## config.mk

```make
export PLATFORM = sky130hd
export DESIGN_NAME = query_scheduler
export DESIGN_NICKNAME = d
export VERILOG_FILES = /design/src/rtl/query_scheduler_pkg.sv /design/src/rtl/query_scheduler_sync_fifo.sv /design/src/rtl/query_scheduler.sv
export SDC_FILE = /design/constraint.sdc
export NUM_CORES = 1
export LEC_CHECK = 0
export ABC_CLOCK_PERIOD_IN_PS = 16900
export CORE_UTILIZATION = 35
export CTS_BUF_LIST = sky130_fd_sc_hd__clkbuf_8
export CTS_CLUSTER_DIAMETER = 30
export DETAILED_ROUTE_END_ITERATION = 8
export GPL_TIMING_DRIVEN = 0
export PLACE_DENSITY_LB_ADDON = 0.15
export SLEW_MARGIN = 5
export SYNTH_ARGS = -nofsm -noshare
export SYNTH_HDL_FRONTEND = slang
export SYNTH_SLANG_ARGS = --single-unit
```

## constraint.sdc

```tcl
create_clock -name clk -period 16.9 [get_ports clk]
set_input_delay 3.38 -clock clk [delete_from_list [all_inputs] [get_ports clk]]
set_output_delay 3.38 -clock clk [all_outputs]
set_load 0.02 [all_outputs]
```

## src/rtl/query_scheduler_pkg.sv

```systemverilog
// Shared constants for the query scheduler: FSM state encodings and result limits.
package query_scheduler_pkg;

  typedef enum logic [2:0] {
    ST_IDLE   = 3'd0,
    ST_INS    = 3'd1,
    ST_LAUNCH = 3'd2,
    ST_WAIT   = 3'd3,
    ST_RESULT = 3'd4
  } state_t;

  // Largest legal quantile in 16-bit fixed point (1.0).
  localparam int unsigned QUANT_MAX = 65536;

  // Fill bit for the latency reported on a search timeout (replicated to DW bits).
  localparam logic TIMEOUT_FILL = 1'b1;

endpackage

```

## src/rtl/query_scheduler_sync_fifo.sv

```systemverilog
// Single-clock show-ahead FIFO; a push on a full FIFO is accepted only alongside a pop.
module sync_fifo #(
  parameter int unsigned W     = 8,
  parameter int unsigned DEPTH = 4
) (
  input  logic         clk,
  input  logic         rst,
  input  logic         push,
  input  logic [W-1:0] wdata,
  input  logic         pop,
  output logic [W-1:0] rdata,
  output logic         full,
  output logic         empty
);

  localparam int unsigned AW = (DEPTH > 1) ? $clog2(DEPTH) : 1;

  logic [W-1:0] mem [DEPTH];
  logic [AW:0]  wr_ptr;
  logic [AW:0]  rd_ptr;
  logic         do_push;
  logic         do_pop;

  assign empty   = (wr_ptr == rd_ptr);
  assign full    = (wr_ptr[AW] != rd_ptr[AW]) && (wr_ptr[AW-1:0] == rd_ptr[AW-1:0]);
  assign do_pop  = pop && !empty;
  assign do_push = push && (!full || do_pop);
  assign rdata   = mem[rd_ptr[AW-1:0]];

  always_ff @(posedge clk or negedge rst) begin
    if (!rst) begin
      wr_ptr <= '0;
      rd_ptr <= '0;
    end else begin
      if (do_push) wr_ptr <= wr_ptr + 1'b1;
      if (do_pop)  rd_ptr <= rd_ptr + 1'b1;
    end
  end

  always_ff @(posedge clk) begin
    if (do_push) mem[wr_ptr[AW-1:0]] <= wdata;
  end

endmodule

```

## src/rtl/query_scheduler.sv

```systemverilog
// Arbitrates the sketch memories between the insert path and queued quantile queries,
// launching one search at a time and returning its result through a valid/ready port.
//
//   state  | meaning
//   IDLE   | nothing in flight; pick insert grant or pop the next query
//   INS    | insert path owns the sketch memories
//   LAUNCH | operands registered; pulse search_en_o or fail an illegal quantile
//   WAIT   | search running; wait for done or timeout
//   RESULT | result presented until r_ready_i
module query_scheduler
  import query_scheduler_pkg::*;
#(
  parameter int unsigned HW      = 10,
  parameter int unsigned DW      = 64,
  parameter int unsigned QDEPTH  = 4,
  parameter int unsigned STARVE  = 16,
  parameter int unsigned TIMEOUT = 4096
) (
  input  logic          clk,
  input  logic          rst,
  input  logic          q_valid_i,
  output logic          q_ready_o,
  input  logic [DW-1:0] q_id_i,
  input  logic [DW-1:0] q_quantile_i,
  input  logic          ins_req_i,
  output logic          ins_grant_o,
  output logic          search_en_o,
  output logic [DW-1:0] search_id_o,
  output logic [DW-1:0] search_quantile_o,
  input  logic          search_done_i,
  input  logic [DW-1:0] search_latency_i,
  output logic          r_valid_o,
  input  logic          r_ready_i,
  output logic [DW-1:0] r_id_o,
  output logic [DW-1:0] r_latency_o,
  output logic          r_err_o,
  output logic          busy_o
);

  // HW only sizes the downstream sketch datapath; it is checked here for sanity.
  if (HW < 1 || DW < 17 || QDEPTH < 2 || (QDEPTH & (QDEPTH - 1)) != 0) begin : g_bad_params
    $error("query_scheduler: illegal parameter combination");
  end

  localparam int unsigned SW = $clog2(STARVE + 1);
  localparam int unsigned TW = $clog2(TIMEOUT + 1);
  localparam logic [DW-1:0] QMAX = DW'(QUANT_MAX);

  state_t          state;
  state_t          state_nxt;
  logic            pop;
  logic [2*DW-1:0] fifo_rdata;
  logic            fifo_full;
  logic            fifo_empty;
  logic [SW-1:0]   starve_cnt;
  logic            starved;
  logic [TW-1:0]   timer;
  logic [DW-1:0]   op_id;
  logic [DW-1:0]   op_quantile;
  logic [DW-1:0]   res_latency;
  logic            res_err;
  logic            illegal;
  logic            in_flight;

  sync_fifo #(
    .W     (2 * DW),
    .DEPTH (QDEPTH)
  ) u_fifo (
    .clk   (clk),
    .rst   (rst),
    .push  (q_valid_i),
    .wdata ({q_quantile_i, q_id_i}),
    .pop   (pop),
    .rdata (fifo_rdata),
    .full  (fifo_full),
    .empty (fifo_empty)
  );

  assign starved   = (starve_cnt == SW'(STARVE));
  assign illegal   = (op_quantile > QMAX);
  assign in_flight = (state == ST_LAUNCH) || (state == ST_WAIT) || (state == ST_RESULT);

  always_comb begin
    state_nxt = state;
    pop       = 1'b0;
    case (state)
      ST_IDLE: begin
        if (ins_req_i && (fifo_empty || !starved)) begin
          state_nxt = ST_INS;
        end else if (!fifo_empty) begin
          pop       = 1'b1;
          state_nxt = ST_LAUNCH;
        end
      end
      // Leaving INS always passes through IDLE, giving the grant a low cycle.
      ST_INS:    if (!ins_req_i || starved) state_nxt = ST_IDLE;
      ST_LAUNCH: state_nxt = illegal ? ST_RESULT : ST_WAIT;
      ST_WAIT:   if (search_done_i || timer == '0) state_nxt = ST_RESULT;
      ST_RESULT: if (r_ready_i) state_nxt = ST_IDLE;
      default:   state_nxt = ST_IDLE;
    endcase
  end

  always_ff @(posedge clk or negedge rst) begin
    if (!rst) state <= ST_IDLE;
    else      state <= state_nxt;
  end

  always_ff @(posedge clk or negedge rst) begin
    if (!rst) begin
      op_id       <= '0;
      op_quantile <= '0;
      starve_cnt  <= '0;
      timer       <= '0;
      res_latency <= '0;
      res_err     <= 1'b0;
    end else begin
      if (pop) begin
        op_id       <= fifo_rdata[DW-1:0];
        op_quantile <= fifo_rdata[2*DW-1:DW];
        starve_cnt  <= '0;
      end else if (!fifo_empty && !in_flight && !starved) begin
        starve_cnt <= starve_cnt + 1'b1;
      end

      // Down-counter: WAIT lasts TIMEOUT cycles before terminal count fires.
      if (state == ST_LAUNCH)                   timer <= TW'(TIMEOUT - 1);
      else if (state == ST_WAIT && timer != '0) timer <= timer - 1'b1;

      if (state == ST_LAUNCH && illegal) begin
        res_err     <= 1'b1;
        res_latency <= '0;
      end else if (state == ST_WAIT) begin
        if (search_done_i) begin
          res_err     <= 1'b0;
          res_latency <= search_latency_i;
        end else if (timer == '0) begin
          res_err     <= 1'b1;
          res_latency <= {DW{TIMEOUT_FILL}};
        end
      end
    end
  end

  assign q_ready_o         = !fifo_full;
  assign ins_grant_o       = (state == ST_INS);
  assign search_en_o       = (state == ST_LAUNCH) && !illegal;
  assign search_id_o       = op_id;
  assign search_quantile_o = op_quantile;
  assign r_valid_o         = (state == ST_RESULT);
  assign r_id_o            = op_id;
  assign r_latency_o       = res_latency;
  assign r_err_o           = res_err;
  assign busy_o            = in_flight;

endmodule
```

==> impl_metrics.json, run 1 <==
{
  "core_area_mm2": 0.0804,
  "antenna_found_initial": 11,
  "clk_latency_ns": 0.78,
  "grt_pass1_vias": 17500,
  "min_period_ns": 7.12,
  "postSynthCellCount": 1499,
  "cp.arrival_ns": 3.74,
  "layout_commonest_cell": "edfxtp_1",
  "fp-row-count": 104,
  "synth_area_mm2": 0.0284,
  "internal_power_mw": 5.27,
  "post_synth.cell_area_avg_um2": 19.0,
  "vias": 16100,
  "die_area_mm2": 0.0824,
  "crit_family": "simple AND/OR/NAND/NOR gates",
  "swShare_pct": 31.5,
  "drt_iter0_drc": 681,
  "port_buffers": 459,
  "required_ns": 13.52,
  "post_cts.repair.setup_buffers": 0,
  "finalMaxSlewViolations": 0,
  "setup_tns_ns": 0,
  "numCtsBuffers": 167,
  "synth-main-ff-cell": "edfxtp_1",
  "power_density_mw_per_mm2": 198,
  "p_seq_share_pct": 35.6,
  "end_kind": "output pin",
  "synth-warning-count": 0,
  "p_total_mw": 7.69,
  "ir_drop_mv": 0.113,
  "setup_viol": 0,
  "first_pass_iters": 4,
  "crit_slowest_cell": "nor2_1",
  "wl_per_cell_um": 21.6,
  "async_reset_ff_share_pct": 30.1,
  "ios": 460,
  "ys_seq_area_share_pct": 73.5,
  "synth_edf_count": 512,
  "worst_pin_slew_ns": 1.20,
  "drive_gt1_share_pct": 28.5,
  "dpl.hpwl_um": 47900,
  "die_w_um": 287,
  "cp_slowest_stage_delay_ns": 0.75,
  "finalWeightedCongestion": 0.836,
  "cts_tree": "yes",
  "switchingPower_mw": 2.42,
  "drv_cap": 0,
  "grt_max_degree": 98,
  "initial_utilization_pct": 35.3,
  "grt-ovfl-total": 0,
  "cts.repair.resized": 0,
  "syn-num-nets": 1705,
  "worstSetupStartpointType": "flop",
  "htree_levels": 4,
  "drc": 0,
  "clk_pin_slew_ns": 0.05,
  "ys_ff_latch": 732,
  "postRouteAntennaNets": 0,
  "yosysUniqueCellTypes": 54,
  "outcome": "completed",
  "rsz0062_at_grt": "false",
  "cts.sinks": 732,
  "crit_buf_inv": 2,
  "die_h_um": 287,
  "p_comb_share_pct": 34.2,
  "timing.fmax_mhz": 140,
  "fin_skew_ns": 0.0439,
  "grt_util_all_layers_pct": 17.7,
  "layout_common_cells": "edfxtp_1 (512), clkdlybuf4s50_1 (458), dfrtp_1 (220)",
  "final_hold_viol_count": 0,
  "clkPwrFrac_pct": 30.3,
  "critPathKind": "flop to output pin",
  "wirelength_um": 72400,
  "final_nets": 2350,
  "slew_headroom_pct": 19.9,
  "cp_max_fo": 10,
  "area_delta_synth_final_pct": 36.6,
  "cts_hold_buf": 0,
  "path_cells": "nand2b_1 -> nor2_1 -> clkbuf_1 -> nand2_1 -> nor4_1 -> clkdlybuf4s50_1",
  "total_leakage_power_nw": 14.0,
  "grt_pass1_wl_um": 107000,
  "routed_via_density": 4.80,
  "root_buffer": "clkbuf_8",
  "hold_path.class": "flop to flop",
  "n_fill_cell": 6895,
  "clk_path_buf_depth": 3,
  "period_share_pct": 42.1
}
## state kept, by name, summed over array words and instances, names as in the netlist
signal	count
starve_cnt	5
r_id_o	64
u_fifo.rd_ptr	3
timer	13
u_fifo.wr_ptr	3
search_quantile_o	64
state	3
r_err_o	1
u_fifo.mem	512
r_latency_o	64
## per-stage QoR
step	instance area, µm²	hold WS, ns	worst slack, ns	util [%]	std cells
floorplan	28400	0.480	5.98	-	1499
global placement	34300	0.514	-1.22	42.7	3018
detailed placement	34800	0.518	9.73	43.3	3035
CTS	38800	0.529	9.66	48.3	3347
global route	38800	0.539	9.54	48.3	3349
finish	38800	0.526	9.78	48.3	3353
## final timing paths
kind,startpoint,end,slack [ns],cells after the start
hold reg to reg,r_latency_o[28],r_latency_o[28],0.53,2
setup reg to reg,starve_cnt[0],r_id_o[31],12.77,8
max in group asynchronous,rst,r_id_o[10],13.45,2
hold / removal,r_latency_o[28],r_latency_o[28],0.53,2
min in group asynchronous,rst,r_latency_o[47],2.49,1
setup / recovery,state[2],search_en_o,9.78,6
## cell families after synthesis
kind of cell               Yosys count  synth area share, %
xor gates and xnor gates            10                0.308
DFF                                732                 73.5
and+or+nand+nor                    167                 3.03
adders and majority gates            8                0.352
AOI/OAI and AO/OA                  107                 3.65
muxes                              261                 15.4
buffers and inverters              214                 3.80
## layer usage
metal / global-route usage (%) / routed length, µm / up-vias
li1: - / - / 7232
met5: 0 / 71 / -
met4: 6.37 / 1570 / 12
met2: 29.9 / 36700 / 525
met1: 20.8 / 28400 / 8202
met3: 5.93 / 5640 / 115
## power groups by stage
stage	sequential (mW)	combinational, mW	clock (mW)
after floorplan	2.99	1.30	0
after global placement	2.88	2.59	0
after detailed placement	2.78	2.68	0
after CTS	2.75	2.69	2.39
after global routing	2.80	2.82	2.48
final	2.74	2.63	2.33
## synth_stat cells (all sizes together) (2+ instances only)
cell type,n,area (µm²)
edfxtp,512,15400
dfrtp,220,5510
mux2,130,1460
mux4,128,2880
buf,86,601
nor2,76,285
inv,74,278
a221oi,64,748
clkbuf,54,203
nor4,20,125
nand3,13,65.1
or4,12,90.1
o21ai,10,50.1
ha,8,100
nand2,8,30.0
a21oi,7,35.0
a31oi,6,37.5
and2,6,37.5
nor3,6,30.0
xnor2,6,52.6
and4,5,43.8
nand4,4,25.0
xor2,4,35.0
mux2i,3,30.0
o211ai,3,22.5
o31ai,3,22.5
or2,3,18.8
a311oi,2,17.5
a41oi,2,17.5
and3,2,12.5
nand2b,2,12.5
or3,2,12.5
## worst register-to-register path: cells and delay by family, from the launching register on
kind	cells	cell delay, ns
AOI/OAI and AO/OA	2	1.36
muxes	1	0.42
buffers and inverters	3	1.51
adders and majority gates	1	0.14
and+or+nand+nor	1	0.19
DFF	1	0.40
## layout make-up
cell class	count	area, µm²	area share, %
clock inverter	122	1400	3.61
tap	1060	1330	3.42
clock buffer	190	2620	6.74
antenna	6	15.0	0.0387
buffer	140	803	2.07
timing repair buffer	476	5010	12.9
sequential	732	20900	53.8
multi-input combinational	553	6490	16.7
inverter	74	278	0.716
No activity file was read; power rests on OpenSTA's default activity.
==> inputs of run 2 (changes only) <==
Settings changed: ABC_CLOCK_PERIOD_IN_PS 16900 to 7130.
Clock period 16.9 ns to 7.13 ns, I/O delays scaled along.
==> impl_metrics.json, run 2 (synthesis results as in run 1) <==
{
  "clk_pin_slew_ns": 0.05,
  "htree_levels": 4,
  "cts_tree": "yes",
  "drive_gt1_share_pct": 27.9,
  "wirelength_um": 72700,
  "post_cts.repair.setup_buffers": 0,
  "drc": 0,
  "power_density_mw_per_mm2": 460,
  "final_area_mm2": 0.0384,
  "worst_pin_slew_ns": 1.30,
  "timing.fmax_mhz": 192,
  "routed_via_density": 4.85,
  "required_ns": 5.70,
  "grt_pass1_wl_um": 107000,
  "grt-ovfl-total": 0,
  "place_area_mm2": 0.0348,
  "period_share_pct": 73.2,
  "postRouteAntennaNets": 0,
  "core_area_mm2": 0.0804,
  "cts.repair.resized": 0,
  "numCtsBuffers": 160,
  "worstSetupStartpointType": "flop",
  "cts.sinks": 732,
  "grt_pass1_vias": 17300,
  "root_buffer": "clkbuf_8",
  "layout_commonest_cell": "edfxtp_1",
  "largest_reg_flops": 512,
  "wl_per_cell_um": 21.8,
  "end_kind": "output pin",
  "fp-row-count": 104,
  "final_hold_viol_count": 0,
  "final_nets": 2345,
  "min_period_ns": 5.22,
  "first_pass_iters": 5,
  "layout_common_cells": "edfxtp_1 (512), clkdlybuf4s50_1 (458), dfrtp_1 (220)",
  "hold_path.class": "flop to flop",
  "grt_util_all_layers_pct": 17.6,
  "drv_cap": 0,
  "grt_max_degree": 86,
  "cp_max_fo": 10,
  "total_leakage_power_nw": 13.7,
  "finalMaxSlewViolations": 0,
  "drt_iter0_drc": 669,
  "antenna_found_initial": 13,
  "vias": 16200,
  "finalWeightedCongestion": 0.837,
  "die_h_um": 287,
  "die_area_mm2": 0.0824,
  "rsz0062_at_grt": "false",
  "area_delta_synth_final_pct": 34.9,
  "cts_hold_buf": 0,
  "initial_utilization_pct": 35.3,
  "clk_latency_ns": 0.79,
  "cp.arrival_ns": 3.79,
  "fin_skew_ns": 0.0628,
  "ios": 460,
  "die_w_um": 287,
  "critPathKind": "flop to output pin",
  "dpl.hpwl_um": 48800,
  "slew_headroom_pct": 13.6,
  "port_buffers": 459,
  "clk_path_buf_depth": 3,
  "ir_drop_mv": 0.223,
  "p_total_mw": 17.6,
  "n_fill_cell": 6947,
  "outcome": "completed",
  "setup_viol": 0
}
## run 2: cell types whose count changed in the layout (fill, tap and decap cells not counted), moves of 2 or more
cell        delta
inv_6          -5
clkinv_8       -2
clkinv_4       +8
bufinv_16     -11
clkinv_2       +6
clkbuf_8      -19
clkinvlp_4     -3
clkinv_1       +4
diode_2        -2
inv_8          +5
## run 2: path summary, 6_finish.rpt
check	start	end	slack [ns]	cells after the start
worst min register to register	r_latency_o[35]	r_latency_o[35]	0.53	2
worst max-delay path	state[2]	search_en_o	1.91	6
worst max register to register	starve_cnt[0]	u_fifo.mem[0][107]	3.37	9
worst min-delay path	r_latency_o[35]	r_latency_o[35]	0.53	2
max in group asynchronous	rst	search_quantile_o[39]	5.44	2
min in group asynchronous	rst	r_latency_o[51]	0.61	1
## run 2: layout make-up
cell class | count | area (µm²) | share of cell area [%]
antenna | 4 | 10.0 | 0.0261
inverter | 74 | 278 | 0.724
sequential | 732 | 20900 | 54.4
buffer | 140 | 803 | 2.09
clock buffer | 171 | 2350 | 6.14
tap | 1060 | 1330 | 3.46
timing repair buffer | 478 | 5060 | 13.2
clock inverter | 124 | 1150 | 3.01
multi-input combinational | 553 | 6490 | 16.9
## run 2: per-stage QoR
step / setup TNS [ns] / utilization [%] / hold WS (ns) / worst slack [ns] / cells
6_report: 0 / 47.7 / 0.528 / 1.91 / 3336
5_1_grt: 0 / 47.7 / 0.544 / 1.59 / 3335
4_1_cts: 0 / 47.7 / 0.531 / 1.76 / 3332
3_5_place_dp: 0 / 43.3 / 0.521 / 2.27 / 3037
3_3_place_gp: -2930.58 / 42.7 / 0.515 / -6.89 / 3018
2_1_floorplan: 0 / - / 0.480 / 0.881 / 1499
## run 2: power breakdown
| group | switching (mW) | internal, mW | leakage, nW |
|---|---|---|---|
| combinational | 3.12 | 3.15 | 4.51 |
| sequential | 0.631 | 5.85 | 7.35 |
| clock | 1.98 | 2.89 | 1.88 |
| total | 5.74 | 11.9 | 13.7 |
## run 2: worst max-delay path: stages (launching register included)
cell and delay, ns:
dfrtp_1 0.45, nand2b_1 0.24, nor2_1 0.74, clkbuf_1 0.49, nand2_1 0.11, nor4_1 0.24, clkdlybuf4s50_1 0.74
## run 2: metal layers
| metal | GRT usage, % | routed length, µm | up-vias |
|---|---|---|---|
| met5 | 0 | 149 | - |
| met4 | 6.40 | 1820 | 22 |
| met3 | 6.43 | 6080 | 148 |
| met2 | 29.7 | 36500 | 567 |
| met1 | 20.4 | 28200 | 8231 |
| li1 | - | - | 7205 |
